$ cat src/rtl/store_unit_if.sv
// Store-port bundle between the core, the store unit and data memory.
// The unit sits on the slave modport; the core/memory side uses master.
interface store_unit_if;
  logic        st_valid;
  logic        st_ready;
  logic [31:0] st_addr;
  logic [31:0] st_data;
  logic [2:0]  st_funct3;
  logic        st_done;
  logic        st_err;
  logic        mem_req;
  logic        mem_ack;
  logic [31:0] mem_addr;
  logic [31:0] mem_wdata;
  logic [3:0]  mem_be;

  // Core request: transfer on the rising edge where st_valid && st_ready.
  // Memory write: mem_req and its payload are held until mem_ack is sampled high.
  modport slave (
    input  st_valid, st_addr, st_data, st_funct3, mem_ack,
    output st_ready, st_done, st_err, mem_req, mem_addr, mem_wdata, mem_be
  );

  modport master (
    output st_valid, st_addr, st_data, st_funct3, mem_ack,
    input  st_ready, st_done, st_err, mem_req, mem_addr, mem_wdata, mem_be
  );
endinterface

$ cat src/rtl/store_unit.sv
// Store unit: captures one SB/SH/SW request, steers it onto byte lanes and holds a memory
// write until ack or timeout. Define STORE_MISALIGN_TRAP_EN to reject misaligned SH/SW.
module store_unit #(
  parameter int unsigned TIMEOUT = 16
) (
  input  logic              clk,
  input  logic              reset,
  store_unit_if.slave       io_bus,
  output logic              o_state
);

  typedef enum logic {
    IDLE = 1'b0,
    REQ  = 1'b1
  } state_t;

  localparam logic [7:0] LP_LAST = 8'(TIMEOUT - 1);

  state_t      r_state;
  state_t      w_state_nxt;
  logic [7:0]  r_cnt;
  logic [7:0]  w_cnt_nxt;
  logic [31:0] r_addr;
  logic [31:0] r_data;
  logic [2:0]  r_funct3;
  logic        r_done;
  logic        r_err;
  logic        w_done_nxt;
  logic        w_err_nxt;
  logic        w_accept;
  logic        w_misalign;
  logic        w_legal;
  logic [3:0]  w_be;
  logic [31:0] w_wdata;

  assign w_accept = io_bus.st_valid && io_bus.st_ready;

  always_comb begin
    w_misalign = 1'b0;
`ifdef STORE_MISALIGN_TRAP_EN
    case (io_bus.st_funct3)
      3'b001:  w_misalign = io_bus.st_addr[0];
      3'b010:  w_misalign = |io_bus.st_addr[1:0];
      default: w_misalign = 1'b0;
    endcase
`else
    w_misalign = 1'b0;
`endif
    w_legal = (io_bus.st_funct3 == 3'b000 || io_bus.st_funct3 == 3'b001 ||
               io_bus.st_funct3 == 3'b010) && !w_misalign;
  end

  // Ack wins over the timeout when both land on the last REQ cycle.
  always_comb begin
    w_state_nxt = r_state;
    w_cnt_nxt   = r_cnt;
    w_done_nxt  = 1'b0;
    w_err_nxt   = 1'b0;
    case (r_state)
      IDLE: begin
        if (w_accept) begin
          if (w_legal) begin
            w_state_nxt = REQ;
            w_cnt_nxt   = 8'd0;
          end else begin
            w_err_nxt = 1'b1;
          end
        end
      end
      REQ: begin
        if (io_bus.mem_ack) begin
          w_state_nxt = IDLE;
          w_done_nxt  = 1'b1;
        end else if (r_cnt == LP_LAST) begin
          w_state_nxt = IDLE;
          w_err_nxt   = 1'b1;
        end else begin
          w_cnt_nxt = r_cnt + 8'd1;
        end
      end
      default: w_state_nxt = IDLE;
    endcase
  end

  always_ff @(posedge clk) begin
    if (reset) begin
      r_state  <= IDLE;
      r_cnt    <= 8'd0;
      r_addr   <= 32'd0;
      r_data   <= 32'd0;
      r_funct3 <= 3'd0;
      r_done   <= 1'b0;
      r_err    <= 1'b0;
    end else begin
      r_state <= w_state_nxt;
      r_cnt   <= w_cnt_nxt;
      r_done  <= w_done_nxt;
      r_err   <= w_err_nxt;
      if (w_accept) begin
        r_addr   <= io_bus.st_addr;
        r_data   <= io_bus.st_data;
        r_funct3 <= io_bus.st_funct3;
      end
    end
  end

  // Lane steering from the captured request; misaligned low bits simply fall away.
  always_comb begin
    w_be    = 4'b0000;
    w_wdata = 32'd0;
    case (r_funct3)
      3'b000: begin
        w_be    = 4'b0001 << r_addr[1:0];
        w_wdata = {4{r_data[7:0]}};
      end
      3'b001: begin
        w_be    = 4'b0011 << {r_addr[1], 1'b0};
        w_wdata = {2{r_data[15:0]}};
      end
      3'b010: begin
        w_be    = 4'b1111;
        w_wdata = r_data;
      end
      default: begin
        w_be    = 4'b0000;
        w_wdata = 32'd0;
      end
    endcase
  end

  assign io_bus.st_ready  = (r_state == IDLE) && !reset;
  assign io_bus.mem_req   = (r_state == REQ);
  assign io_bus.mem_addr  = {r_addr[31:2], 2'b00};
  assign io_bus.mem_be    = (r_state == REQ) ? w_be : 4'b0000;
  assign io_bus.mem_wdata = (r_state == REQ) ? w_wdata : 32'd0;
  assign io_bus.st_done   = r_done;
  assign io_bus.st_err    = r_err;
  assign o_state          = r_state;

endmodule

$ cat src/flat_wrapper.sv
// flat-port wrapper written by rule: the top's interface ports become plain ports
module store_unit_flat 
#(
  parameter int unsigned TIMEOUT = 16
)
  (clk, reset, o_state, io_bus_st_valid, io_bus_st_addr, io_bus_st_data, io_bus_st_funct3, io_bus_mem_ack, io_bus_st_ready, io_bus_st_done, io_bus_st_err, io_bus_mem_req, io_bus_mem_addr, io_bus_mem_wdata, io_bus_mem_be);
  store_unit_if io_bus_i ();
  input  logic clk;
  input  logic reset;
  output logic o_state;
  input wire logic [$bits(io_bus_i.st_valid)-1:0] io_bus_st_valid;
  input wire logic [$bits(io_bus_i.st_addr)-1:0] io_bus_st_addr;
  input wire logic [$bits(io_bus_i.st_data)-1:0] io_bus_st_data;
  input wire logic [$bits(io_bus_i.st_funct3)-1:0] io_bus_st_funct3;
  input wire logic [$bits(io_bus_i.mem_ack)-1:0] io_bus_mem_ack;
  output wire logic [$bits(io_bus_i.st_ready)-1:0] io_bus_st_ready;
  output wire logic [$bits(io_bus_i.st_done)-1:0] io_bus_st_done;
  output wire logic [$bits(io_bus_i.st_err)-1:0] io_bus_st_err;
  output wire logic [$bits(io_bus_i.mem_req)-1:0] io_bus_mem_req;
  output wire logic [$bits(io_bus_i.mem_addr)-1:0] io_bus_mem_addr;
  output wire logic [$bits(io_bus_i.mem_wdata)-1:0] io_bus_mem_wdata;
  output wire logic [$bits(io_bus_i.mem_be)-1:0] io_bus_mem_be;
  assign io_bus_i.st_valid = io_bus_st_valid;
  assign io_bus_i.st_addr = io_bus_st_addr;
  assign io_bus_i.st_data = io_bus_st_data;
  assign io_bus_i.st_funct3 = io_bus_st_funct3;
  assign io_bus_i.mem_ack = io_bus_mem_ack;
  assign io_bus_st_ready = io_bus_i.st_ready;
  assign io_bus_st_done = io_bus_i.st_done;
  assign io_bus_st_err = io_bus_i.st_err;
  assign io_bus_mem_req = io_bus_i.mem_req;
  assign io_bus_mem_addr = io_bus_i.mem_addr;
  assign io_bus_mem_wdata = io_bus_i.mem_wdata;
  assign io_bus_mem_be = io_bus_i.mem_be;
  store_unit #(.TIMEOUT(TIMEOUT)) u_core (.clk(clk), .reset(reset), .io_bus(io_bus_i), .o_state(o_state));
endmodule
$ cat config.mk
export PLATFORM = sky130hd
export DESIGN_NAME = store_unit_flat
export DESIGN_NICKNAME = d
export VERILOG_FILES = /design/src/rtl/store_unit_if.sv /design/src/rtl/store_unit.sv /design/src/flat_wrapper.sv
export SDC_FILE = /design/constraint.sdc
export NUM_CORES = 1
export LEC_CHECK = 0
export BUFFER_PORTS_ARGS = -buffer_cell sky130_fd_sc_hd__buf_2
export CAP_MARGIN = 20
export CORE_ASPECT_RATIO = 0.75
export CORE_MARGIN = 2
export CORE_UTILIZATION = 25
export DETAILED_ROUTE_END_ITERATION = 12
export PLACE_DENSITY_LB_ADDON = 0.08
export RECOVER_POWER = 100
export SLEW_MARGIN = 20
export SYNTH_ARGS = -nofsm -noshare
export SYNTH_HDL_FRONTEND = slang
export SYNTH_SLANG_ARGS = --single-unit
$ cat constraint.sdc
create_clock -name clk -period 1.5 [get_ports clk]
set_input_delay 0.15 -clock clk [delete_from_list [all_inputs] [get_ports clk]]
set_output_delay 0.15 -clock clk [all_outputs]
set_load 0.01 [all_outputs]
# [Yosys cells after proc, flatten, opt, wreduce, memory -nomap -nowiden]
# Cells that the tools add are included.
[word_totals] n_memories=0 word_cells=49 output_inout_bits=73 inputBits=71 ramBits=0 register_bits=78 romBits=0 latch_bits=0
[op_classes] bitwise_logic=1 multipliers=0 shifts=2 magnitude_cmp=0 reduce_logical=9 n_addsub=1 div_mod_pow=0 eq_ne=9 muxes=20
[ops] operator="$pmux 32 s3" count=1
[ops] operator="$mux 32" count=1
[ops] operator="$mux 8" count=4
[ops] operator="$pmux 8 s2" count=1
[ops] operator="$pmux 4 s3" count=1
[ops] operator="$mux 1" count=9
[ops] operator="$add 8x1->8 const B" count=1
[ops] operator="$eq 8x4->1 const B" count=1
[ops] operator="$eq 3x1->1 const B" count=2
[ops] operator="$eq 3x2->1 const B" count=2
[ops] operator="$logic_not 3->1" count=2
[ops] operator="$mux 4" count=1
[ops] operator="$ne 2x1->1 const B" count=2
[ops] operator="$ne 2x2->1 const B" count=2
[ops] operator="$pmux 1 s2" count=2
[ops] operator="$reduce_and 4->1" count=1
[ops] operator="$shl 1x2->4 const A" count=1
[ops] operator="$shl 2x2->4 const A" count=1
[ops] operator="$logic_and 1x1->1" count=2
[ops] operator="$logic_or 1x1->1" count=2
[ops] operator="$reduce_or 2->1" count=1
[ops] operator="$logic_not 1->1" count=1
[ops] operator="$not 1->1" count=1

# [Logic depth before layout (Yosys ltp)]
[depth] ltp_word=6 depth_mapped=6 mapped_depth_nobuf=5

# [Worst setup path after synthesis]
# OpenSTA, ideal clock, no wires.
[synth_timing] path_type="register to register" startpoint="register u_core.r_state, in the netlist u_core.io_bus.mem_req" endpoint="register u_core.r_cnt[5]" path_buffers=1 stages_incl_launch_ff=6 required_ns=1.378 path_slack_ns=-0.034 setup_ns=0.122 arrival_ns=1.412 period_less_slack_ns=1.534 path_cell_list="dfxtp_1 -> buf_2 -> nor3b_4 -> a21oi_2 -> and2_4 -> a221o_1"
[synth_via] elab_chain_cells=5 word_cells_on_any_way=9 cone_classes="eq/ne (4); mux (1); bitwise (1); reduce/logical (3)"
[synth_lines] item="start: declaration" line="store_unit.sv:19" text="state_t r_state;"
[synth_lines] item="start signal: assignment" line="store_unit.sv:95" text="r_state <= w_state_nxt;"
[synth_lines] item="$not 1->1 (no line)"
[synth_lines] item="$logic_and 1x1->1" line="store_unit.sv:131" text="assign io_bus.st_ready = (r_state == IDLE) && !reset;"
[synth_lines] item="$logic_and 1x1->1" line="store_unit.sv:36" text="assign w_accept = io_bus.st_valid && io_bus.st_ready;"
[synth_lines] item="$ne 2x1->1 (no line)"
[synth_lines] item="$reduce_and 4->1 (no line)"
[synth_lines] item="end signal: assignment" line="store_unit.sv:96" text="r_cnt <= w_cnt_nxt;"
[synth_lines] item="end: declaration" line="store_unit.sv:21" text="logic [7:0] r_cnt;"
# Several ways; a longest one is shown, not always the timed one.
# A chain may end at the register's enable or synchronous reset.

# [Final worst setup path]
[layout_timing] startpoint="register u_core.r_funct3[1]" endpoint="output io_bus_mem_wdata[13]"
[layout_via] elab_chain_cells=3 word_cells_on_any_way=5 cone_classes="eq/ne (2); mux (2); reduce/logical (1)"
[layout_lines] item="start: declaration" line="store_unit.sv:25" text="logic [2:0] r_funct3;"
[layout_lines] item="start signal: assignment" line="store_unit.sv:102" text="r_funct3 <= io_bus.st_funct3;"
[layout_lines] item="$eq 3x2->1 (tied with other cells)" line="store_unit.sv:111" text="case (r_funct3)"
[layout_lines] item="$pmux 32 s3 (*)" line="store_unit.sv:111"
[layout_lines] item="$mux 32 (*)" line="store_unit.sv:135" text="assign io_bus.mem_wdata = (r_state == REQ) ? w_wdata : 32'd0;"
[layout_lines] item="end: declaration" line="flat_wrapper.sv:21" text="output wire logic [$bits(io_bus_i.mem_wdata)-1:0] io_bus_mem_wdata;"
# Mark *: on every way between the ends. The rest lies on a longest branch, timed or not.

==> qor.yml <==
place:
  dpl.hpwl_mm: 8.58
  placed_area_mm2: 0.00449
  port_buffers: 141
  pre_cts_slack_ns: 0.0766
  place.gp.congestion: 0.810
  place_inst: 795
clock_network:
  clk_pin_slew_worst_paths_ns: 0.06
  cts_buffer_depth: 2
  cts_tree: "yes"
  cts_root_buf: "clkbuf_16"
  h-tree-depth: 3
  clk_latency_ns: 0.33
  numCtsBuffers: 9
  clock-sinks: 78
final_layout:
  diodes: 0
  drive_gt1_frac: 0.311
  fin_nets: 682
  final_common_cell: "nand2_1"
  regArea_mm2: 0.00157
  final_cell_count_no_fill: 814
  area_growth_pct: 36.7
  fillers: 1587
  finalInstanceArea_mm2: 0.00497
  multi_input_area_mm2: 0.00181
  layout_common_cells: "nand2_1 (139), buf_2 (106), dfxtp_1 (74)"
route:
  drc: 0
  ant_nets: 0
  first_pass_iters: 4
  totalWireLength_mm: 11.4
  vias: 3509
  wire_per_inst_um: 14.0
  vias_per_cell: 4.31
  drtIter0Drc: 206
critical_path:
  r2r.worst_path.cells: 5
  crit_path_max_fanout: 8
  critPathKind: "reg2out"
  reg2reg_from: "u_core.io_bus.mem_req$_SDFF_PP0_"
  required_ns: 1.35
  setup.worst_path.end_class: "primary output"
  r2r-end: "u_core.r_data[3]$_SDFFE_PP0P_"
  worstPathArrival_ns: 1.51
  critPathLaunchType: "flop"
  r2r_slack_ns: 0.05
floorplanning:
  start_util: 0.253
  die_y_um: 108
  die_w_um: 143
  dieArea_mm2: 0.0155
  io_pins: 144
  num_rows: 38
  core_area_mm2: 0.0144
global_route:
  grt-ovfl-total: 0
  grt_max_degree: 48
  antenna_found_initial: 1
  grt_first_pass_wirelength_mm: 17.2
  grt_pass1_vias: 3209
  grt_usage: 0.143
sta:
  holdWs_ns: 0.0113
  finalCritPeriodShare: 1.11
  maxSlewViolCount: 0
  setup_viol: 30
  post-route-min-period_ns: 1.66
  finClkSkew_ns: 0.00770
  fin_setup_tns_ns: -2.21
  rsz0062_at_grt: "true"
  final-hold-violation-count: 0
  max_clock_freq_mhz: 602
  setup_ws_ns: -0.161
synthesis:
  yosysSeqAreaShare: 0.429
  syn_area_mm2: 0.00364
  syn_area_per_cell_um2: 7.42
  yosys_warnings: 0
  synth_cells: 490
  synth_cell_type_count: 39
  ys_ff_latch: 78
power_and_ir_drop:
  p_per_area_mw_per_mm2: 1120
  power.leakage_nw: 2.09
  peakVddDrop_uv: 526
worst_hold_path:
  holdCritStartpoint: "io_bus_st_data[27]"
  holdPathEnd: "u_core.r_data[27]$_SDFFE_PP0P_"
  hold_path.class: "in2reg"
  min_path_cells: 3
outcome:
  outcome: "finished with violations"
  violations: "negative setup slack"
job:
  drv_cap: 0
[power breakdown]
group,internal (W),switching (W),total [W]
logic,0.000336,0.000407,0.000743
registers,0.00221,0.000113,0.00232
clock network,0.00166,0.000830,0.00249
[cell type report]
type,count,area share
clock buffers,11,0.0488
repair buffers,175,0.197
clock inverters,4,0.0191
flip-flops and latches,78,0.316
multi-input cells,340,0.364
inverters,6,0.00453
well taps,200,0.0503
[critical path, cell delays in order, from the launching register on]
cell	delay, ns
dfxtp_4	0.36
nor2b_4	0.13
or2_4	0.30
a22oi_2	0.19
nor2_1	0.06
buf_2	0.14
[what timing repair did]
item,in CTS,in global routing
pin swaps,0,18
setup buffers,1,0
gates cloned,1,0
endpoints found under the hold margin,2,0
endpoints found under the setup margin,36,40
resized for setup,21,30
hold buffers,2,0
[routing by layer]
layer,GRT usage,share of wire,vias up
li1,-,-,1823
met1,0.212,0.52,1586
met2,0.205,0.42,88
met3,0.0372,0.059,10
met4,0.0357,0.0069,2
met5,0,0.0011,-
[worst max path at each step]
stage                                     startpoint                           end  cells after the start
floorplan           u_core.io_bus.mem_req$_SDFF_PP0_  u_core.r_cnt[5]$_SDFFE_PP0P_                      5
global placement    u_core.io_bus.mem_req$_SDFF_PP0_  u_core.r_cnt[4]$_SDFFE_PP0P_                      5
detailed placement  u_core.io_bus.mem_req$_SDFF_PP0_  u_core.r_cnt[5]$_SDFFE_PP0P_                      4
CTS                  u_core.r_funct3[1]$_SDFFE_PP0P_           io_bus_mem_wdata[8]                      5
global route         u_core.r_funct3[1]$_SDFFE_PP0P_          io_bus_mem_wdata[13]                      5
finish               u_core.r_funct3[1]$_SDFFE_PP0P_          io_bus_mem_wdata[13]                      5
[registers in the layout (all words and copies together), names as in the netlist]
signal	cells
u_core.io_bus.mem_req	1
u_core.io_bus.st_done	1
u_core.io_bus.st_err	1
u_core.r_addr	32
u_core.r_cnt	8
u_core.r_data	32
u_core.r_funct3	3
[cells in the mapped netlist (all sizes together)]
master   count  area share
a221o        2      0.0055
a2bb2oi      8       0.019
conb         1      0.0010
nand2      139        0.14
o31ai        1      0.0021
ha           1      0.0034
nand3        2      0.0028
a22o         1      0.0024
nor2b       13       0.022
and2        12       0.021
nor3b        2      0.0072
and3         3      0.0052
o22a         1      0.0024
inv          6      0.0062
a31o         1      0.0024
nor3         5      0.0069
a32o         1      0.0028
dfxtp       78        0.43
nand4b       1      0.0024
o31a         1      0.0024
a22oi        8       0.017
a211o        1      0.0024
a21oi       21       0.030
buf         46       0.086
o21ai       68       0.094
o21a         3      0.0062
and3b        1      0.0024
clkbuf      21       0.022
nor4         2      0.0034
nor2        32       0.033
a21o         1      0.0021
a31oi        4      0.0069
or2          1      0.0017
nand2b       2      0.0034
[cell families (layout without fill, tap and decap cells)]
family,Yosys count,count (layout),synth area share
flip-flops,78,78,0.429
adder cells (fa/ha/maj),1,1,0.00344
other,1,2,0.00103
AO/OA/AOI/OAI,122,122,0.197
AND/OR/NAND/NOR,215,215,0.256
buffers and inverters,73,196,0.114
[stage by stage]
stage	util	total power [W]
3_3_place_gp	0.313	0.00306
4_1_cts	0.344	0.00564
6_report	0.346	0.00556
5_1_grt	0.346	0.00583
3_5_place_dp	0.313	0.00306
2_1_floorplan	-	0.00278
(Power assumes the default switching activity.)
